[config.mk]
export PLATFORM = sky130hd
export DESIGN_NAME = dram_write_scheduler_flat
export DESIGN_NICKNAME = d
export VERILOG_FILES = /design/src/rtl/dram_write_scheduler_pkg.sv /design/src/rtl/dram_write_scheduler_if.sv /design/src/rtl/dram_bresp_tracker.sv /design/src/rtl/dram_write_scheduler.sv /design/src/flat_wrapper.sv
export SDC_FILE = /design/constraint.sdc
export NUM_CORES = 1
export LEC_CHECK = 0
export CORE_ASPECT_RATIO = 2
export CORE_MARGIN = 8
export CORE_UTILIZATION = 45
export CTS_CLUSTER_DIAMETER = 80
export CTS_CLUSTER_SIZE = 40
export DETAILED_ROUTE_END_ITERATION = 10
export GPL_TIMING_DRIVEN = 0
export PLACE_DENSITY = 0.69
export SLEW_MARGIN = 10
export SYNTH_ARGS = -nofsm -noshare
export SYNTH_HDL_FRONTEND = slang
export SYNTH_SLANG_ARGS = --single-unit
[constraint.sdc]
create_clock -name ACLK -period 4.1 [get_ports ACLK]
set_clock_uncertainty 0.15 [all_clocks]
set_input_delay 1.025 -clock ACLK [delete_from_list [all_inputs] [get_ports ACLK]]
set_output_delay 1.025 -clock ACLK [all_outputs]
set_load 0.05 [all_outputs]
[src/rtl/dram_write_scheduler_pkg.sv]
// Shared definitions for the DRAM write scheduler slice.
//   - sched_state_t : job sequencing states
//   - AXI_BURST_BYTES / BURST_SHIFT : the writer moves data in 128-byte bursts
//   - BRESP_OKAY : the only write response code that is not an error
//   - BPF_W : width of the bursts-per-frame count (frame bytes without the burst offset)
package dram_write_scheduler_pkg;

    typedef enum logic [1:0] {
        IDLE   = 2'd0,
        ISSUE  = 2'd1,
        DRAIN  = 2'd2,
        FINISH = 2'd3
    } sched_state_t;

    localparam int unsigned AXI_BURST_BYTES = 128;
    localparam int unsigned BURST_SHIFT     = 7;
    localparam logic [1:0]  BRESP_OKAY      = 2'b00;
    localparam int unsigned BPF_W           = 32 - BURST_SHIFT;

endpackage

[src/rtl/dram_write_scheduler_if.sv]
// Signal bundle between the write scheduler and its surroundings
// (host job request, writer CONFIG channel, snooped AXI B channel, status).
//   master : the scheduler's view (drives START_READY, WR_CONFIG_*, status)
//   slave  : the environment's view (host, writer and AXI response snoop)
interface dram_write_scheduler_if #(
    parameter int NFRAMES_W = 16
);
    logic                 START_VALID;
    logic                 START_READY;
    logic [31:0]          START_BASE_ADDR;
    logic [31:0]          START_FRAME_BYTES;
    logic [NFRAMES_W-1:0] START_NFRAMES;

    logic                 WR_CONFIG_VALID;
    logic                 WR_CONFIG_READY;
    logic [31:0]          WR_CONFIG_START_ADDR;
    logic [31:0]          WR_CONFIG_NBYTES;

    logic                 M_AXI_BVALID;
    logic [1:0]           M_AXI_BRESP;

    logic                 FRAME_DONE;
    logic [NFRAMES_W-1:0] FRAME_IDX;
    logic                 BUSY;
    logic                 DONE;
    logic                 ERROR;

    modport master (
        input  START_VALID, START_BASE_ADDR, START_FRAME_BYTES, START_NFRAMES,
        output START_READY,
        output WR_CONFIG_VALID, WR_CONFIG_START_ADDR, WR_CONFIG_NBYTES,
        input  WR_CONFIG_READY,
        input  M_AXI_BVALID, M_AXI_BRESP,
        output FRAME_DONE, FRAME_IDX, BUSY, DONE, ERROR
    );

    modport slave (
        output START_VALID, START_BASE_ADDR, START_FRAME_BYTES, START_NFRAMES,
        input  START_READY,
        input  WR_CONFIG_VALID, WR_CONFIG_START_ADDR, WR_CONFIG_NBYTES,
        output WR_CONFIG_READY,
        output M_AXI_BVALID, M_AXI_BRESP,
        input  FRAME_DONE, FRAME_IDX, BUSY, DONE, ERROR
    );
endinterface

[src/rtl/dram_bresp_tracker.sv]
// Watches the snooped AXI B channel and decides when each frame is committed.
// Ports:
//   clk, rst_n   : clock, asynchronous active-low reset
//   clear_i      : job accepted; reload counters (bpf_i carries the new burst count)
//   setErr_i     : job rejected for a zero burst count; ERROR starts set
//   count_i      : job in progress, B responses are counted
//   detect_i     : frame completion may be reported (ISSUE/DRAIN)
//   bpf_i        : bursts per frame
//   bvalid_i/bresp_i : snooped write response
//   frameDone_o/frameIdx_o : one-cycle completion pulse and its frame index
//   doneIdx_o    : number of frames reported so far
//   error_o      : sticky error flag
module dram_bresp_tracker
    import dram_write_scheduler_pkg::*;
#(
    parameter int NFRAMES_W = 16
) (
    input  logic                 clk,
    input  logic                 rst_n,
    input  logic                 clear_i,
    input  logic                 setErr_i,
    input  logic                 count_i,
    input  logic                 detect_i,
    input  logic [BPF_W-1:0]     bpf_i,
    input  logic                 bvalid_i,
    input  logic [1:0]           bresp_i,
    output logic                 frameDone_o,
    output logic [NFRAMES_W-1:0] frameIdx_o,
    output logic [NFRAMES_W-1:0] doneIdx_o,
    output logic                 error_o
);
    // Wide enough for every response of a maximal job.
    localparam int CNT_W = BPF_W + NFRAMES_W;

    logic [CNT_W-1:0]     respCnt_q, respCnt_d;
    logic [CNT_W-1:0]     frameTarget_q, frameTarget_d;
    logic [NFRAMES_W-1:0] doneIdx_q, doneIdx_d;
    logic [NFRAMES_W-1:0] frameIdx_q, frameIdx_d;
    logic                 frameDone_q, frameDone_d;
    logic                 error_q, error_d;
    logic                 hit;

    // Targets advance by one frame per report, so one response completes at most one frame.
    always_comb begin
        hit           = detect_i && (respCnt_q == frameTarget_q);
        respCnt_d     = respCnt_q;
        frameTarget_d = frameTarget_q;
        doneIdx_d     = doneIdx_q;
        frameIdx_d    = frameIdx_q;
        frameDone_d   = hit;
        error_d       = error_q;
        if (clear_i) begin
            respCnt_d     = '0;
            frameTarget_d = CNT_W'(bpf_i);
            doneIdx_d     = '0;
            error_d       = setErr_i;
        end else begin
            if (count_i && bvalid_i) begin
                respCnt_d = respCnt_q + CNT_W'(1);
                if (bresp_i != BRESP_OKAY) begin
                    error_d = 1'b1;
                end
            end
            if (hit) begin
                frameTarget_d = frameTarget_q + CNT_W'(bpf_i);
                doneIdx_d     = doneIdx_q + NFRAMES_W'(1);
                frameIdx_d    = doneIdx_q;
            end
        end
    end

    always_ff @(posedge clk or negedge rst_n) begin
        if (!rst_n) begin
            respCnt_q     <= '0;
            frameTarget_q <= '0;
            doneIdx_q     <= '0;
            frameIdx_q    <= '0;
            frameDone_q   <= 1'b0;
            error_q       <= 1'b0;
        end else begin
            respCnt_q     <= respCnt_d;
            frameTarget_q <= frameTarget_d;
            doneIdx_q     <= doneIdx_d;
            frameIdx_q    <= frameIdx_d;
            frameDone_q   <= frameDone_d;
            error_q       <= error_d;
        end
    end

    assign frameDone_o = frameDone_q;
    assign frameIdx_o  = frameIdx_q;
    assign doneIdx_o   = doneIdx_q;
    assign error_o     = error_q;

endmodule

[src/rtl/dram_write_scheduler.sv]
// Sequences the 64-bit AXI DRAM writer for multi-frame capture jobs: one CONFIG
// per frame into a ring of BUF_COUNT buffers, frame completion from B responses.
// Ports:
//   ACLK, ARESETN : clock, asynchronous active-low reset
//   bus (master)  : START request, writer CONFIG channel, B snoop, FRAME_DONE/IDX,
//                   BUSY, DONE, ERROR
module dram_write_scheduler
    import dram_write_scheduler_pkg::*;
#(
    parameter int BUF_COUNT = 2,
    parameter int NFRAMES_W = 16
) (
    input  logic                  ACLK,
    input  logic                  ARESETN,
    dram_write_scheduler_if.master bus
);
    localparam int SLOT_W = (BUF_COUNT > 1) ? $clog2(BUF_COUNT) : 1;
    localparam logic [SLOT_W-1:0] LAST_SLOT = SLOT_W'(BUF_COUNT - 1);

    sched_state_t         state_q, state_d;
    logic [BPF_W-1:0]     bpf_q, bpf_d;
    logic [31:0]          base_q, base_d;
    logic [NFRAMES_W-1:0] nframes_q, nframes_d;
    logic [NFRAMES_W-1:0] issueIdx_q, issueIdx_d;
    logic [SLOT_W-1:0]    slot_q, slot_d;
    logic [31:0]          slotAddr_q, slotAddr_d;
    logic                 gap_q, gap_d;

    logic [BPF_W-1:0]     startBpf;
    logic [31:0]          frameBytes;
    logic                 cfgValid, cfgFire, lastIssue;
    logic                 trackClear, cfgErr;
    logic                 frameDone, errorFlag;
    logic [NFRAMES_W-1:0] frameIdx, doneIdx;
    logic                 unusedLowBytes;

    // The byte offset within a burst is dropped; only whole bursts are written.
    assign unusedLowBytes = ^bus.START_FRAME_BYTES[BURST_SHIFT-1:0];
    assign startBpf   = bus.START_FRAME_BYTES[31:BURST_SHIFT];
    assign frameBytes = {bpf_q, {BURST_SHIFT{1'b0}}};
    assign cfgValid   = (state_q == ISSUE) && !gap_q;
    assign cfgFire    = cfgValid && bus.WR_CONFIG_READY;
    assign lastIssue  = (issueIdx_q == nframes_q - NFRAMES_W'(1));

    // Next-state logic. The buffer slot is a wrapping counter with a running
    // address, so no multiply or modulo is needed for any BUF_COUNT.
    always_comb begin
        state_d    = state_q;
        bpf_d      = bpf_q;
        base_d     = base_q;
        nframes_d  = nframes_q;
        issueIdx_d = issueIdx_q;
        slot_d     = slot_q;
        slotAddr_d = slotAddr_q;
        gap_d      = 1'b0;
        trackClear = 1'b0;
        cfgErr     = 1'b0;
        case (state_q)
            IDLE: begin
                if (bus.START_VALID) begin
                    bpf_d      = startBpf;
                    base_d     = bus.START_BASE_ADDR;
                    nframes_d  = bus.START_NFRAMES;
                    issueIdx_d = '0;
                    slot_d     = '0;
                    slotAddr_d = bus.START_BASE_ADDR;
                    trackClear = 1'b1;
                    if (bus.START_NFRAMES == '0) begin
                        state_d = FINISH;
                    end else if (startBpf == '0) begin
                        // A sub-burst frame would hand the writer NBYTES < 128.
                        state_d = FINISH;
                        cfgErr  = 1'b1;
                    end else begin
                        state_d = ISSUE;
                    end
                end
            end
            ISSUE: begin
                if (cfgFire) begin
                    issueIdx_d = issueIdx_q + NFRAMES_W'(1);
                    if (slot_q == LAST_SLOT) begin
                        slot_d     = '0;
                        slotAddr_d = base_q;
                    end else begin
                        slot_d     = slot_q + SLOT_W'(1);
                        slotAddr_d = slotAddr_q + frameBytes;
                    end
                    if (lastIssue) begin
                        state_d = DRAIN;
                    end else begin
                        gap_d = 1'b1;
                    end
                end
            end
            DRAIN: begin
                if (doneIdx == nframes_q) begin
                    state_d = FINISH;
                end
            end
            FINISH: begin
                state_d = IDLE;
            end
            default: begin
                state_d = IDLE;
            end
        endcase
    end

    always_ff @(posedge ACLK or negedge ARESETN) begin
        if (!ARESETN) begin
            state_q    <= IDLE;
            bpf_q      <= '0;
            base_q     <= '0;
            nframes_q  <= '0;
            issueIdx_q <= '0;
            slot_q     <= '0;
            slotAddr_q <= '0;
            gap_q      <= 1'b0;
        end else begin
            state_q    <= state_d;
            bpf_q      <= bpf_d;
            base_q     <= base_d;
            nframes_q  <= nframes_d;
            issueIdx_q <= issueIdx_d;
            slot_q     <= slot_d;
            slotAddr_q <= slotAddr_d;
            gap_q      <= gap_d;
        end
    end

    dram_bresp_tracker #(
        .NFRAMES_W (NFRAMES_W)
    ) u_tracker (
        .clk         (ACLK),
        .rst_n       (ARESETN),
        .clear_i     (trackClear),
        .setErr_i    (cfgErr),
        .count_i     (state_q != IDLE),
        .detect_i    ((state_q == ISSUE) || (state_q == DRAIN)),
        .bpf_i       (bpf_d),
        .bvalid_i    (bus.M_AXI_BVALID),
        .bresp_i     (bus.M_AXI_BRESP),
        .frameDone_o (frameDone),
        .frameIdx_o  (frameIdx),
        .doneIdx_o   (doneIdx),
        .error_o     (errorFlag)
    );

    assign bus.START_READY          = (state_q == IDLE);
    assign bus.WR_CONFIG_VALID      = cfgValid;
    assign bus.WR_CONFIG_START_ADDR = slotAddr_q;
    assign bus.WR_CONFIG_NBYTES     = frameBytes;
    assign bus.FRAME_DONE           = frameDone;
    assign bus.FRAME_IDX            = frameIdx;
    assign bus.BUSY                 = (state_q != IDLE);
    assign bus.DONE                 = (state_q == FINISH);
    assign bus.ERROR                = errorFlag;

endmodule

[src/flat_wrapper.sv]
// flat-port wrapper written by rule: the top's interface ports become plain ports
module dram_write_scheduler_flat import dram_write_scheduler_pkg::*;
#(
    parameter int BUF_COUNT = 2,
    parameter int NFRAMES_W = 16
)
  (ACLK, ARESETN, bus_START_VALID, bus_START_BASE_ADDR, bus_START_FRAME_BYTES, bus_START_NFRAMES, bus_START_READY, bus_WR_CONFIG_VALID, bus_WR_CONFIG_START_ADDR, bus_WR_CONFIG_NBYTES, bus_WR_CONFIG_READY, bus_M_AXI_BVALID, bus_M_AXI_BRESP, bus_FRAME_DONE, bus_FRAME_IDX, bus_BUSY, bus_DONE, bus_ERROR);
  dram_write_scheduler_if #(.NFRAMES_W(NFRAMES_W)) bus_i ();
  input  logic ACLK;
  input  logic ARESETN;
  input wire logic [$bits(bus_i.START_VALID)-1:0] bus_START_VALID;
  input wire logic [$bits(bus_i.START_BASE_ADDR)-1:0] bus_START_BASE_ADDR;
  input wire logic [$bits(bus_i.START_FRAME_BYTES)-1:0] bus_START_FRAME_BYTES;
  input wire logic [$bits(bus_i.START_NFRAMES)-1:0] bus_START_NFRAMES;
  output wire logic [$bits(bus_i.START_READY)-1:0] bus_START_READY;
  output wire logic [$bits(bus_i.WR_CONFIG_VALID)-1:0] bus_WR_CONFIG_VALID;
  output wire logic [$bits(bus_i.WR_CONFIG_START_ADDR)-1:0] bus_WR_CONFIG_START_ADDR;
  output wire logic [$bits(bus_i.WR_CONFIG_NBYTES)-1:0] bus_WR_CONFIG_NBYTES;
  input wire logic [$bits(bus_i.WR_CONFIG_READY)-1:0] bus_WR_CONFIG_READY;
  input wire logic [$bits(bus_i.M_AXI_BVALID)-1:0] bus_M_AXI_BVALID;
  input wire logic [$bits(bus_i.M_AXI_BRESP)-1:0] bus_M_AXI_BRESP;
  output wire logic [$bits(bus_i.FRAME_DONE)-1:0] bus_FRAME_DONE;
  output wire logic [$bits(bus_i.FRAME_IDX)-1:0] bus_FRAME_IDX;
  output wire logic [$bits(bus_i.BUSY)-1:0] bus_BUSY;
  output wire logic [$bits(bus_i.DONE)-1:0] bus_DONE;
  output wire logic [$bits(bus_i.ERROR)-1:0] bus_ERROR;
  assign bus_i.START_VALID = bus_START_VALID;
  assign bus_i.START_BASE_ADDR = bus_START_BASE_ADDR;
  assign bus_i.START_FRAME_BYTES = bus_START_FRAME_BYTES;
  assign bus_i.START_NFRAMES = bus_START_NFRAMES;
  assign bus_START_READY = bus_i.START_READY;
  assign bus_WR_CONFIG_VALID = bus_i.WR_CONFIG_VALID;
  assign bus_WR_CONFIG_START_ADDR = bus_i.WR_CONFIG_START_ADDR;
  assign bus_WR_CONFIG_NBYTES = bus_i.WR_CONFIG_NBYTES;
  assign bus_i.WR_CONFIG_READY = bus_WR_CONFIG_READY;
  assign bus_i.M_AXI_BVALID = bus_M_AXI_BVALID;
  assign bus_i.M_AXI_BRESP = bus_M_AXI_BRESP;
  assign bus_FRAME_DONE = bus_i.FRAME_DONE;
  assign bus_FRAME_IDX = bus_i.FRAME_IDX;
  assign bus_BUSY = bus_i.BUSY;
  assign bus_DONE = bus_i.DONE;
  assign bus_ERROR = bus_i.ERROR;
  dram_write_scheduler #(.BUF_COUNT(BUF_COUNT), .NFRAMES_W(NFRAMES_W)) u_core (.ACLK(ACLK), .ARESETN(ARESETN), .bus(bus_i));
endmodule
Word level (Yosys, flattened, before mapping)
Index checks and enable logic that the tools add are counted.
{"block": "totals", "regBits": 241, "latch_bits": 0, "ramBits": 0, "rom_bits": 0, "word_cells": 90, "n_memories": 0}
{"block": "classes", "n_addsub": 7, "multipliers": 0, "div_mod_pow": 0, "magnitude_cmp": 0, "n_eq_ne": 10, "shift": 0, "muxes": 38, "n_bitwise": 1, "reduce_logical": 20}
{"operator": "41-bit two-way mux", "count": 4}
{"operator": "32-bit two-way mux", "count": 3}
{"operator": "16-bit two-way mux", "count": 4}
{"operator": "32-bit one-hot mux with 2 select lines", "count": 1}
{"operator": "25-bit two-way mux", "count": 2}
{"operator": "41-bit by 1-bit adder with 41-bit output, second input constant", "count": 1}
{"operator": "41-bit by 25-bit adder with 41-bit output", "count": 1}
{"operator": "41-bit == test", "count": 1}
{"operator": "16-bit by 1-bit adder with 16-bit output, second input constant", "count": 2}
{"operator": "32-bit adder", "count": 1}
{"operator": "16-bit == test", "count": 2}
{"operator": "16-bit one-hot mux with 2 select lines", "count": 1}
{"operator": "25-bit zero test", "count": 1}
{"operator": "16-bit zero test", "count": 1}
{"operator": "16-bit by 1-bit subtractor with 16-bit output, second input constant", "count": 1}
{"operator": "1-bit two-way mux", "count": 15}
{"operator": "2-bit two-way mux", "count": 6}
{"operator": "2-bit nonzero test", "count": 6}
{"operator": "2-bit one-hot mux with 4 select lines", "count": 1}
{"operator": "2-bit by 1-bit != test with 1-bit output, second input constant", "count": 3}
{"operator": "2-bit AND reduction", "count": 3}
{"operator": "2-bit == test, second input constant", "count": 2}
{"operator": "1-bit logical AND", "count": 4}
{"operator": "4-bit AND reduction", "count": 1}
{"operator": "other kinds (9)", "count": 9}

Logic depth before layout (Yosys ltp)
Gate-level depths: netlist of the first run.
{"block": "depth", "word_depth": 6, "depth_mapped": 21}

By module
Synthesis of the first run repeated with hierarchy kept, for this count alone.
{"block": "hier_totals", "hier_cells": 1523, "hier_area_um2": 14604.0}
{"mod": "dram_write_scheduler", "n_inst": 1, "cells_each": 763, "area_per_inst_um2": 7405.9, "seq_area_each_um2": 3128.0}
{"mod": "dram_bresp_tracker", "n_inst": 1, "cells_each": 760, "area_per_inst_um2": 7198.2, "seq_area_each_um2": 2902.8}

Worst setup path before layout of the first run
No wires, ideal clock.
{"block": "synth_timing", "path_type": "register to register", "start": "register u_core.state_q[0]", "end": "register u_core.u_tracker.frameTarget_q[35]", "setup_time_ns": 0.136, "arrival_ns": 4.248, "t_required_ns": 3.814, "setup_slack_ns": -0.435, "stages_incl_launch_ff": 21, "n_path_buf": 5, "period_less_slack_ns": 4.535, "path_cell_list": "dfrtp_1 -> inv_1 -> ha_1 -> clkbuf_1 -> and2_1 -> clkbuf_1 -> clkbuf_1 -> clkbuf_1 -> nand2_1 -> nand2_1 -> ha_1 -> a21o_1 -> a21o_1 -> a221oi_1 -> a21o_1 -> a31oi_1 -> o41ai_1 -> or2_2 -> clkbuf_1 -> or3_1 -> a21oi_1"}
{"block": "synth_via", "elab_chain_len": 5}
{"item": "from (decl)", "line_no": "dram_write_scheduler.sv:20", "rtl": "sched_state_t state_q, state_d;"}
{"item": "from (signal assigned)", "line_no": "dram_write_scheduler.sv:121", "rtl": "state_q <= state_d;"}
{"item": "2-bit zero test"}
{"item": "net bus_START_READY", "line_no": "flat_wrapper.sv:15", "rtl": "output wire logic [$bits(bus_i.START_READY)-1:0] bus_START_READY;"}
{"item": "25-bit two-way mux", "line_no": "dram_write_scheduler.sv:58", "rtl": "case (state_q)"}
{"item": "net u_core.bpf_d[12]", "line_no": "dram_write_scheduler.sv:21", "rtl": "logic [BPF_W-1:0] bpf_q, bpf_d;"}
{"item": "41-bit by 25-bit adder with 41-bit output", "line_no": "dram_bresp_tracker.sv:65", "rtl": "frameTarget_d = frameTarget_q + CNT_W'(bpf_i);"}
{"item": "41-bit two-way mux", "line_no": "dram_bresp_tracker.sv:64", "rtl": "if (hit) begin"}
{"item": "41-bit two-way mux", "line_no": "dram_bresp_tracker.sv:52", "rtl": "if (clear_i) begin"}
{"item": "to (signal assigned)", "line_no": "dram_bresp_tracker.sv:82", "rtl": "frameTarget_q <= frameTarget_d;"}
{"item": "to (decl)", "line_no": "dram_bresp_tracker.sv:36", "rtl": "logic [CNT_W-1:0] frameTarget_q, frameTarget_d;"}
The timed path passes the listed nets, and every way through them passes these cells. The select of a mux whose other input is x is not followed.
A chain may end at the register's enable or synchronous reset.

Final worst setup path of the first run
{"block": "layout_timing", "start": "register u_core.state_q[1]", "end": "register u_core.u_tracker.frameTarget_q[37]"}
{"block": "layout_via", "elab_chain_len": 5}
{"item": "2-bit zero test", "line_no": "dram_write_scheduler.sv:58"}
{"item": "25-bit two-way mux", "line_no": "dram_write_scheduler.sv:58"}
{"item": "net u_core.bpf_d[4]", "line_no": "dram_write_scheduler.sv:21"}
{"item": "41-bit by 25-bit adder with 41-bit output", "line_no": "dram_bresp_tracker.sv:65"}
{"item": "41-bit two-way mux", "line_no": "dram_bresp_tracker.sv:64"}
{"item": "41-bit two-way mux", "line_no": "dram_bresp_tracker.sv:52"}
The timed path passes the listed nets, and every way through them passes these cells. The select of a mux whose other input is x is not followed.

==> impl_metrics.csv, run 1 <==
group,metric,value,unit
clock_tree,clock-sinks,241,
power,pwr_density_cell,791,nW/um^2
detailed_routing,ant_nets,0,
floorplanning,pin_count,173,
power,leakagePower,0.00773,uW
power,power.total,13800,uW
placement,globalplace.congestion,0.985,
clock_tree,cts_tree,"yes",
sta,tightest_slew,916,ps
yosys,yosysTopAreaCellShare,42.2,%
yosys,postSynthRegisterBits,241,
clock_tree,htree_levels,1,
sta,slew_headroom,38.4,%
yosys,synth_ff_type,"dfrtp_1",
detailed_routing,num_vias,13031,
job,max_cap_violations,0,
cells_and_area,mostFrequentLayoutCell,"nand2_1",
sta,final-hold-violation-count,0,
cells_and_area,drive_above_1_share,7.47,%
detailed_routing,avgViaCountPerCell,5.78,
power,ir_drop,416,uV
detailed_routing,avgRoutedWirePerCell,21.5,um
setup_path,worst_setup_path_start_kind,"flop",
floorplanning,die_y,268,um
cells_and_area,multi_input_area,8140,sq um
min_path,min_path_type,"primary input to async pin",
clock_tree,clock_latency,530,ps
setup_path,crit_required,4390,ps
yosys,syn_area,14300,sq um
grt,grt_usage,25.3,%
detailed_routing,drc,0,
clock_tree,ctsHoldBuffers,0,
yosys,ys_seq_area_share,42.2,%
detailed_routing,drt_iter0_markers,677,
cells_and_area,final_util,55.3,%
yosys,yosysTopAreaCell,"dfrtp_1",
cells_and_area,nFillCells,2872,
setup_path,crit_arrival,4270,ps
sta,min_period,3980,ps
yosys,syn_inst,1636,
grt,grt_pass1_wl,74.4,mm
setup_path,worst-path-max-fanout,10,
placement,hpwl,37.9,mm
setup_path,crit_type,"flop to flop",
detailed_routing,firstDrtPassIters,5,
cells_and_area,final_cell_count_no_fill,2256,
placement,port_buffers,158,
floorplanning,start_util,45.5,%
setup_path,startpoint,"u_core.state_q[1]",
grt,grt_max_degree,107,
floorplanning,fp.dieW,142,um
placement,place_inst,2225,
setup_path,r2r_start,"u_core.state_q[1]",
setup_path,endpoint_kind,"flop",
outcome,outcome,"finished clean",
yosys,synth_edf_count,0,
sta,finalMaxSlewViolations,0,
grt,grt_overflow_total,0,
setup_path,rr_endpoint,"u_core.u_tracker.frameTarget_q[37]",
sta,tns,0,ps
setup_path,r2r_slack,120,ps
yosys,syn_area_per_cell,8.74,sq um
floorplanning,core-area,31400,sq um
sta,setup_viol,0,
clock_tree,clockBufferDepth,3,
setup_path,reg2reg_depth,18,
grt,antenna_found_initial,0,
yosys,synth_async_sr_flop_share,100,%
yosys,yosys-top-cells-area,"dfrtp_1, nand2_1, ha_1",
cells_and_area,layout_common_cells,"nand2_1, dfrtp_1, clkdlybuf4s50_1, o21ai_0, nor2_1",
sta,hold-worst-slack,224,ps
setup_path,endpoint,"u_core.u_tracker.frameTarget_q[37]",
yosys,synth_cell_types,71,
clock_tree,clkTransAtPathRegs,140,ps
cells_and_area,area_growth,21.6,%
detailed_routing,routed_wl,48.5,mm
cells_and_area,diodes,0,
clock_tree,clockRootBuffer,"clkbuf_16",
floorplanning,dieArea,38100,sq um
cells_and_area,fin_nets,1976,
clock_tree,cts_buffers,11,
cells_and_area,seq_area,6030,sq um
sta,min_period_over_period,97.0,%
sta,max_freq,252,MHz
floorplanning,num_rows,92,
grt,grt_pass1_vias,13417,
yosys,yosysWarnings,0,
final cells by class:
| type | count | share of cell area [%] |
|---|---|---|
| plain buffers | 79 | 2.61 |
| clock buffers | 12 | 1.61 |
| clock inverters | 5 | 0.576 |
| inverters | 22 | 0.475 |
| multi-input cells | 1297 | 46.8 |
| flip-flops and latches | 241 | 34.7 |
| well taps | 423 | 3.05 |
| repair buffers | 177 | 10.1 |
what timing repair did:
action	4_1_cts	5_1_grt
setup buffers	7	10
cloned	1	0
gates resized for setup	51	36
pin swaps	10	17
endpoints found under the setup margin	34	23
power by group:
part,switching [uW],internal (uW)
Combinational,5310,3220
Clock,893,551
Sequential,737,3040
Total,6940,6810
registers in the layout (all words and copies together) (netlist names):
signal                           cells
u_core.nframes_q                    16
u_core.u_tracker.frameTarget_q      41
u_core.base_q                       32
u_core.gap_q                         1
u_core.u_tracker.error_o             1
u_core.bus.WR_CONFIG_START_ADDR     32
u_core.u_tracker.respCnt_q          41
u_core.issueIdx_q                   16
u_core.u_tracker.doneIdx_o          16
u_core.u_tracker.frameIdx_o         16
u_core.bpf_q                        25
u_core.state_q                       2
u_core.slot_q                        1
u_core.u_tracker.frameDone_o         1
routing by layer:
metal  routed length, um  part of all wire, %  up-vias  GRT usage, %
met2               26100                   54      422          47.6
met5                   0                    0        -             0
li1                    -                    -     6135             -
met1               17000                   35     6320          25.4
met3                1910                  3.9      154          2.42
met4                3490                  7.2        0          17.9
cells by family after synthesis:
| kind of cell | after synthesis | synth area share (%) |
|---|---|---|
| buffers and inverters | 105 | 3.02 |
| xor gates and xnor gates | 141 | 8.64 |
| other | 1 | 0.0262 |
| and+or+nand+nor | 680 | 21.9 |
| adders and majority gates | 60 | 5.36 |
| AOI/OAI and AO/OA | 354 | 15.0 |
| muxes | 54 | 3.93 |
| DFF | 241 | 42.2 |
worst min-delay path by stage:
stage	endpoint	slack (ps)	depth (start not counted)
after floorplan	u_core.base_q[30]	300	2
after global placement	u_core.base_q[18]	310	2
after detailed placement	u_core.base_q[14]	310	2
after CTS	u_core.u_tracker.frameIdx_o[12]	220	1
after global routing	u_core.u_tracker.frameIdx_o[5]	230	1
final	u_core.u_tracker.frameIdx_o[5]	220	1
cell usage after synthesis, types with 3 or more instances:
cell and number:
xnor2_1 77, buf_1 6, o31ai_1 6, inv_1 21, clkbuf_1 66, nand2b_1 5
mux2i_1 37, dfrtp_1 241, and3_1 19, nor3b_1 6, o211ai_1 17, and2_1 4
nor4_1 24, a221o_1 3, nor2_1 103, nor4b_1 5, xor2_1 64, a221oi_1 8
a22oi_1 7, or2_2 6, buf_4 7, nand2_1 344, o21ai_0 126, nand3_1 52
a2bb2oi_1 3, a31oi_1 12, o22ai_1 3, or3_1 30, a21o_1 30, o21a_1 4
mux2_2 17, and4_1 4, nor3_1 20, a22o_1 3, a21oi_1 101, nand4_1 37
a211oi_1 11, ha_1 58, nor2b_1 8
critical path: stages (launching register included):
cell and delay, ps:
dfrtp_1 420, inv_2 80, ha_4 180, and2_4 170, clkbuf_16 170, clkbuf_16 170
nand2_1 80, nand2_2 90, ha_4 280, o211ai_1 90, o211ai_1 370, nand3_2 180
a21o_1 260, a31oi_4 200, o41ai_4 100, or2_4 280, buf_8 140, or3_4 330
a21oi_2 130
metrics by stage:
stage | setup slack (ps) | area [sq um]
floorplan | 3.55 | 14400
global placement | -8610 | 16500
detailed placement | -1850 | 16500
CTS | 3.17 | 17200
global route | -11.8 | 17400
finish | 124 | 17400
(Power assumes the default switching activity.)
==> inputs of run 2 (changes only) <==
- CORE_ASPECT_RATIO: 2 -> default
- DONT_BUFFER_PORTS: default -> 1
- PLACE_DENSITY: 0.69 -> default
- clock period: 4.1 -> 3.9 ns (I/O delays scaled with it)
==> run 2 against run 1 <==
The run now ends with setup timing left. Register-to-register slack got worse by 310 ps. Worst hold slack got worse by 200 ps. Design area decreased by 6.6%. Combinational power decreased by 14%. Global-route usage decreased by 1.5 points. Cell count decreased by 6.7%. Critical path depth increased by 1. Routed wire length decreased by 5.2%. Sequential power increased by 35%. First-iteration DRC count increased by 49%. Largest power group unchanged. Highest routed layer unchanged. Via count decreased by 5.9%. Power increased by 4.2%.
==> impl_metrics.csv, run 2 (synthesis results as in run 1) <==
group,metric,value,unit
outcome,outcome,"finished, violations left",
outcome,violations,"setup timing",
detailed_routing,ant_nets,0,
detailed_routing,drc,0,
sta,setup_viol,13,
job,max_cap_violations,0,
power,leakagePower,0.00731,uW
placement,hpwl,34.2,mm
clock_tree,clockBufferDepth,3,
detailed_routing,routed_wl,45.9,mm
grt,grt_overflow_total,0,
setup_path,crit_arrival,4360,ps
cells_and_area,drive_above_1_share,10.9,%
cells_and_area,mostFrequentLayoutCell,"nand2_1",
sta,min_period_over_period,105,%
sta,finalMaxSlewViolations,0,
detailed_routing,avgViaCountPerCell,5.83,
setup_path,worst_setup_path_start_kind,"flop",
sta,setup_slack,-184,ps
cells_and_area,final_util,51.7,%
setup_path,worst-path-max-fanout,5,
cells_and_area,diodes,0,
detailed_routing,num_vias,12260,
setup_path,crit_type,"flop to flop",
cells_and_area,layout_common_cells,"nand2_1, dfrtp_1, o21ai_0, nor2_1, a21oi_1",
cells_and_area,largest_registers,"u_core.u_tracker.frameTarget_q x41, u_core.u_tracker.respCnt_q x41",
sta,max_freq,245,MHz
placement,port_buffers,0,
clock_tree,clock_latency,510,ps
clock_tree,clock-sinks,241,
sta,slew_headroom,38.1,%
cells_and_area,fin_nets,1840,
grt,antenna_found_initial,0,
sta,hold-worst-slack,25.1,ps
floorplanning,dieArea,37700,sq um
cells_and_area,area_growth,13.6,%
detailed_routing,drt_iter0_markers,1007,
floorplanning,start_util,45.5,%
sta,final-hold-violation-count,0,
sta,grt_setup_unrepaired,"yes",
floorplanning,pin_count,173,
clock_tree,cts_tree,"yes",
detailed_routing,avgRoutedWirePerCell,21.8,um
clock_tree,clockRootBuffer,"clkbuf_16",
min_path,min_path_type,"primary input to async pin",
floorplanning,core-area,31400,sq um
power,p_clk_share,13.3,%
grt,grt_pass1_vias,11968,
floorplanning,num_rows,65,
cells_and_area,nFillCells,2929,
clock_tree,clkTransAtPathRegs,100,ps
floorplanning,fp.dieW,194,um
power,swShare,50.2,%
power,p_int,7130,uW
grt,grt_usage,23.8,%
setup_path,endpoint_kind,"flop",
power,combPwrFrac,50.9,%
grt,grt_pass1_wl,71.2,mm
power,p_sw,7200,uW
sta,min_period,4080,ps
setup_path,reg2reg_depth,19,
grt,grt_max_degree,242,
setup_path,crit_required,4180,ps
placement,globalplace.congestion,0.918,
detailed_routing,firstDrtPassIters,5,
power,p_seq_share,35.7,%
clock_tree,htree_levels,1,
clock_tree,cts_buffers,16,
power,ir_drop,465,uV
sta,tightest_slew,929,ps
power,power.total,14300,uW
floorplanning,die_y,194,um
power,pwr_density_cell,883,nW/um^2
## run 2: critical path, stage by stage, from the launching register on
cell and delay [ps]:
dfrtp_1 380, inv_2 60, ha_4 230, buf_8 150
and2_4 180, clkbuf_16 170, clkbuf_16 160, nand2_4 60
nand2_2 70, ha_4 270, o211ai_1 110, o211ai_1 410
nand3_2 160, a21o_1 220, a31oi_4 220, o41ai_4 120
or2_4 270, buf_8 130, or3_4 320, a21oi_2 140
## run 2: power groups by stage
stage,logic (uW),registers [uW],clock network (uW)
final,7300,5120,1910
after global routing,8040,5200,2020
after CTS,7080,5100,1950
after detailed placement,6570,5140,0
after global placement,6470,5120,0
after floorplan,5120,4730,0
## run 2: metrics by stage
stage	std cells	TNS, ps	setup WS, ps	area (sq um)
2_1_floorplan	1642	-3.63	-3.63	14500
3_3_place_gp	2044	-27270	-1170	15000
3_5_place_dp	2044	-27870	-1150	15000
4_1_cts	2095	-2530	-231	16100
5_1_grt	2104	-4680	-329	16200
6_report	2104	-1390	-184	16200
## run 2: worst paths after layout
kind	startpoint	end	slack [ps]
worst min-delay path	ARESETN	u_core.nframes_q[6]	30
min in group ACLK	u_core.base_q[5]	u_core.base_q[5]	340
max in group asynchronous	ARESETN	u_core.nframes_q[10]	2430
worst max register to register	u_core.state_q[0]	u_core.u_tracker.frameTarget_q[35]	-180
worst max-delay path	u_core.state_q[0]	u_core.u_tracker.frameTarget_q[35]	-180
worst min register to register	u_core.base_q[5]	u_core.base_q[5]	340
## run 2: repair_timing
item	4_1_cts	5_1_grt
hold buffers	0	2
pin swaps	22	22
endpoints found under the hold margin	0	1
gates resized for setup	67	33
setup endpoints to repair	42	37
cloned	1	0
buffers inserted	24	9
## run 2: metal layers
metal / wire (um) / up-vias / share of wire (%) / track usage (%)
met5: 0 / - / 0 / 0
met4: 1660 / 0 / 3.6 / 8.15
met3: 2440 / 76 / 5.3 / 3.47
met2: 21400 / 349 / 47 / 38.4
met1: 20400 / 5987 / 44 / 32.3
li1: - / 5848 / - / -
## run 2: layout make-up
cell class / instances / area, sq um / area share (%)
Multi-Input combinational cell: 1296 / 8260 / 50.9
Buffer: 80 / 489 / 3.01
Clock inverter: 9 / 123 / 0.756
Timing Repair Buffer: 36 / 292 / 1.80
Tap cell: 402 / 503 / 3.10
Clock buffer: 18 / 439 / 2.71
Inverter: 22 / 86.3 / 0.532
Sequential cell: 241 / 6030 / 37.2
==> inputs of run 3 (changes only) <==
- CORE_MARGIN: 8 -> default
- MAX_ROUTING_LAYER: default -> met4
==> run 3 against run 2 <==
The run still ends with setup timing left. Count of clock-buffer cells in the layout rose by 2. Cell count shrank 0.29%. Via count is 2.2% higher. Worst setup slack worse by 71 ps. Critical path type unchanged.
==> impl_metrics.csv, run 3 (synthesis results as in run 1) <==
group,metric,value,unit
clock_tree,htree_levels,1,
placement,port_buffers,0,
sta,setup_viol,12,
grt,grt_overflow_total,0,
grt,antenna_found_initial,0,
sta,grt_setup_unrepaired,"yes",
sta,tightest_slew,990,ps
cells_and_area,largest_registers,"u_core.u_tracker.frameTarget_q x41, u_core.u_tracker.respCnt_q x41",
clock_tree,clock-sinks,241,
floorplanning,num_rows,64,
min_path,min_path_type,"primary input to async pin",
power,pwr_density_cell,893,nW/um^2
detailed_routing,avgViaCountPerCell,5.97,
floorplanning,fp.dieW,180,um
cells_and_area,area_growth,15.1,%
sta,slew_headroom,34.0,%
cells_and_area,mostFrequentLayoutCell,"nand2_1",
setup_path,endpoint_kind,"flop",
detailed_routing,num_vias,12527,
setup_path,crit_required,4180,ps
detailed_routing,routed_wl,46.1,mm
cells_and_area,drive_above_1_share,11.6,%
sta,min_period_over_period,107,%
cells_and_area,layout_common_cells,"nand2_1, dfrtp_1, o21ai_0, nor2_1, a21oi_1",
power,leakagePower,0.00739,uW
grt,grt_util_met2,45.7,%
clock_tree,cts_buffers,17,
clock_tree,clock_latency,530,ps
detailed_routing,drt_iter0_markers,1034,
cells_and_area,diodes,0,
setup_path,r2r_slack,-260,ps
clock_tree,clockRootBuffer,"clkbuf_16",
grt,grt_pass1_vias,12107,
floorplanning,dieArea,32500,sq um
sta,max_freq,241,MHz
placement,hpwl,33.2,mm
floorplanning,core-area,30900,sq um
outcome,violations,"setup timing",
grt,grt_usage,29.3,%
setup_path,reg2reg_depth,19,
detailed_routing,avgRoutedWirePerCell,22.0,um
power,ir_drop,587,uV
grt,gr-usage-met1,39.6,%
placement,globalplace.congestion,0.934,
setup_path,rr_endpoint,"u_core.u_tracker.frameTarget_q[29]",
clock_tree,clkTransAtPathRegs,90,ps
detailed_routing,ant_nets,0,
grt,grt_pass1_wl,71.6,mm
clock_tree,clockBufferDepth,3,
setup_path,worst-path-max-fanout,8,
floorplanning,die_y,180,um
setup_path,crit_arrival,4440,ps
placement,pre_cts_ws,-1150,ps
sta,finalMaxSlewViolations,0,
floorplanning,start_util,46.2,%
sta,final-hold-violation-count,0,
clock_tree,cts_tree,"yes",
placement,place_area,15000,sq um
grt,grt_max_degree,112,
setup_path,worst_setup_path_start_kind,"flop",
setup_path,crit_type,"flop to flop",
detailed_routing,drc,0,
sta,setup_slack,-255,ps
floorplanning,pin_count,173,
job,max_cap_violations,0,
outcome,outcome,"finished, violations left",
setup_path,r2r_start,"u_core.state_q[1]",
cells_and_area,fin_nets,1838,
grt,grt.busiest_layer,"met2",
grt,met3_usage,4.51,%
sta,min_period,4160,ps
cells_and_area,final_cell_area,16400,sq um
detailed_routing,firstDrtPassIters,5,
[run 3: changes by cell type in the layout (fill, tap and decap cells not counted), sizes merged]
cell | previous run | this run
a31oi | 12 | 13
buf | 56 | 57
clkbuf | 76 | 75
clkinv | 5 | 2
clkinvlp | 4 | 3
dlygate4sd3 | 2 | 0
inv | 21 | 26
[run 3: per-layer routing]
metal | part of all wire (%) | wire length (um) | up-vias
li1 | - | - | 5864
met1 | 44 | 20500 | 6117
met2 | 46 | 21000 | 465
met3 | 7.4 | 3400 | 81
met4 | 2.7 | 1260 | 0
met5 | 0 | 0 | -
[run 3: final cells by class]
class	instances	area [sq um]
Clock buffer	20	447
Tap cell	396	495
Buffer	77	493
Timing Repair Buffer	35	353
Fill cell	2867	14500
Clock inverter	10	125
Inverter	22	90.1
Multi-Input combinational cell	1297	8410
Sequential cell	241	6030
[run 3: worst max-delay path, cell delays in order (launching register included)]
cell       delay, ps
dfrtp_1          370
inv_2             70
ha_4             230
clkbuf_16        180
and2_4           180
clkbuf_16        170
clkbuf_16        180
nand2_8           70
nand2_4           50
ha_4             270
o211ai_1         120
o211ai_1         380
nand3_1          180
a21o_1           250
a31oi_4          220
o41ai_4          120
or2_4            280
buf_6            130
or3_4            320
a21oi_2          140
[run 3: repair_timing]
action                                  CTS  global route
hold buffers                              5             0
gates cloned                              2             0
endpoints found under the setup margin   59            42
endpoints found under the hold margin   111             0
gates resized for setup                  62            65
pin swaps                                26            24
buffers inserted                         18            11
[run 3: how the worst max path moves through the flow]
stage                 startpoint                            endpoint  slack, ps  cells past startpoint
2_1_floorplan    bus_START_VALID  u_core.u_tracker.frameTarget_q[35]         -4                     18
3_3_place_gp   u_core.state_q[1]  u_core.u_tracker.frameTarget_q[40]      -1140                     19
3_5_place_dp   u_core.state_q[1]  u_core.u_tracker.frameTarget_q[34]      -1150                     19
4_1_cts        u_core.state_q[1]  u_core.u_tracker.frameTarget_q[29]       -240                     20
5_1_grt        u_core.state_q[1]  u_core.u_tracker.frameTarget_q[29]       -340                     19
6_report       u_core.state_q[1]  u_core.u_tracker.frameTarget_q[29]       -260                     19
[run 3: metrics by stage]
step / util, % / cells / power [uW] / TNS (ps) / hold slack, ps
4_1_cts: 52.1 / 2092 / 14200 / -2640 / 111
3_5_place_dp: 48.5 / 2038 / 11700 / -29290 / 314
6_report: 53.2 / 2098 / 14700 / -1680 / 119
3_3_place_gp: 48.5 / 2038 / 11700 / -28520 / 308
5_1_grt: 53.2 / 2098 / 15700 / -4070 / 112
2_1_floorplan: - / 1642 / 9850 / -3.63 / 295
[run 3: power by group]
part           leakage, uW  total [uW]  internal, uW  switching [uW]
sequential         0.00313        5130          3180            1950
combinational      0.00399        7620          3160            4460
clock             0.000276        1950           934            1010
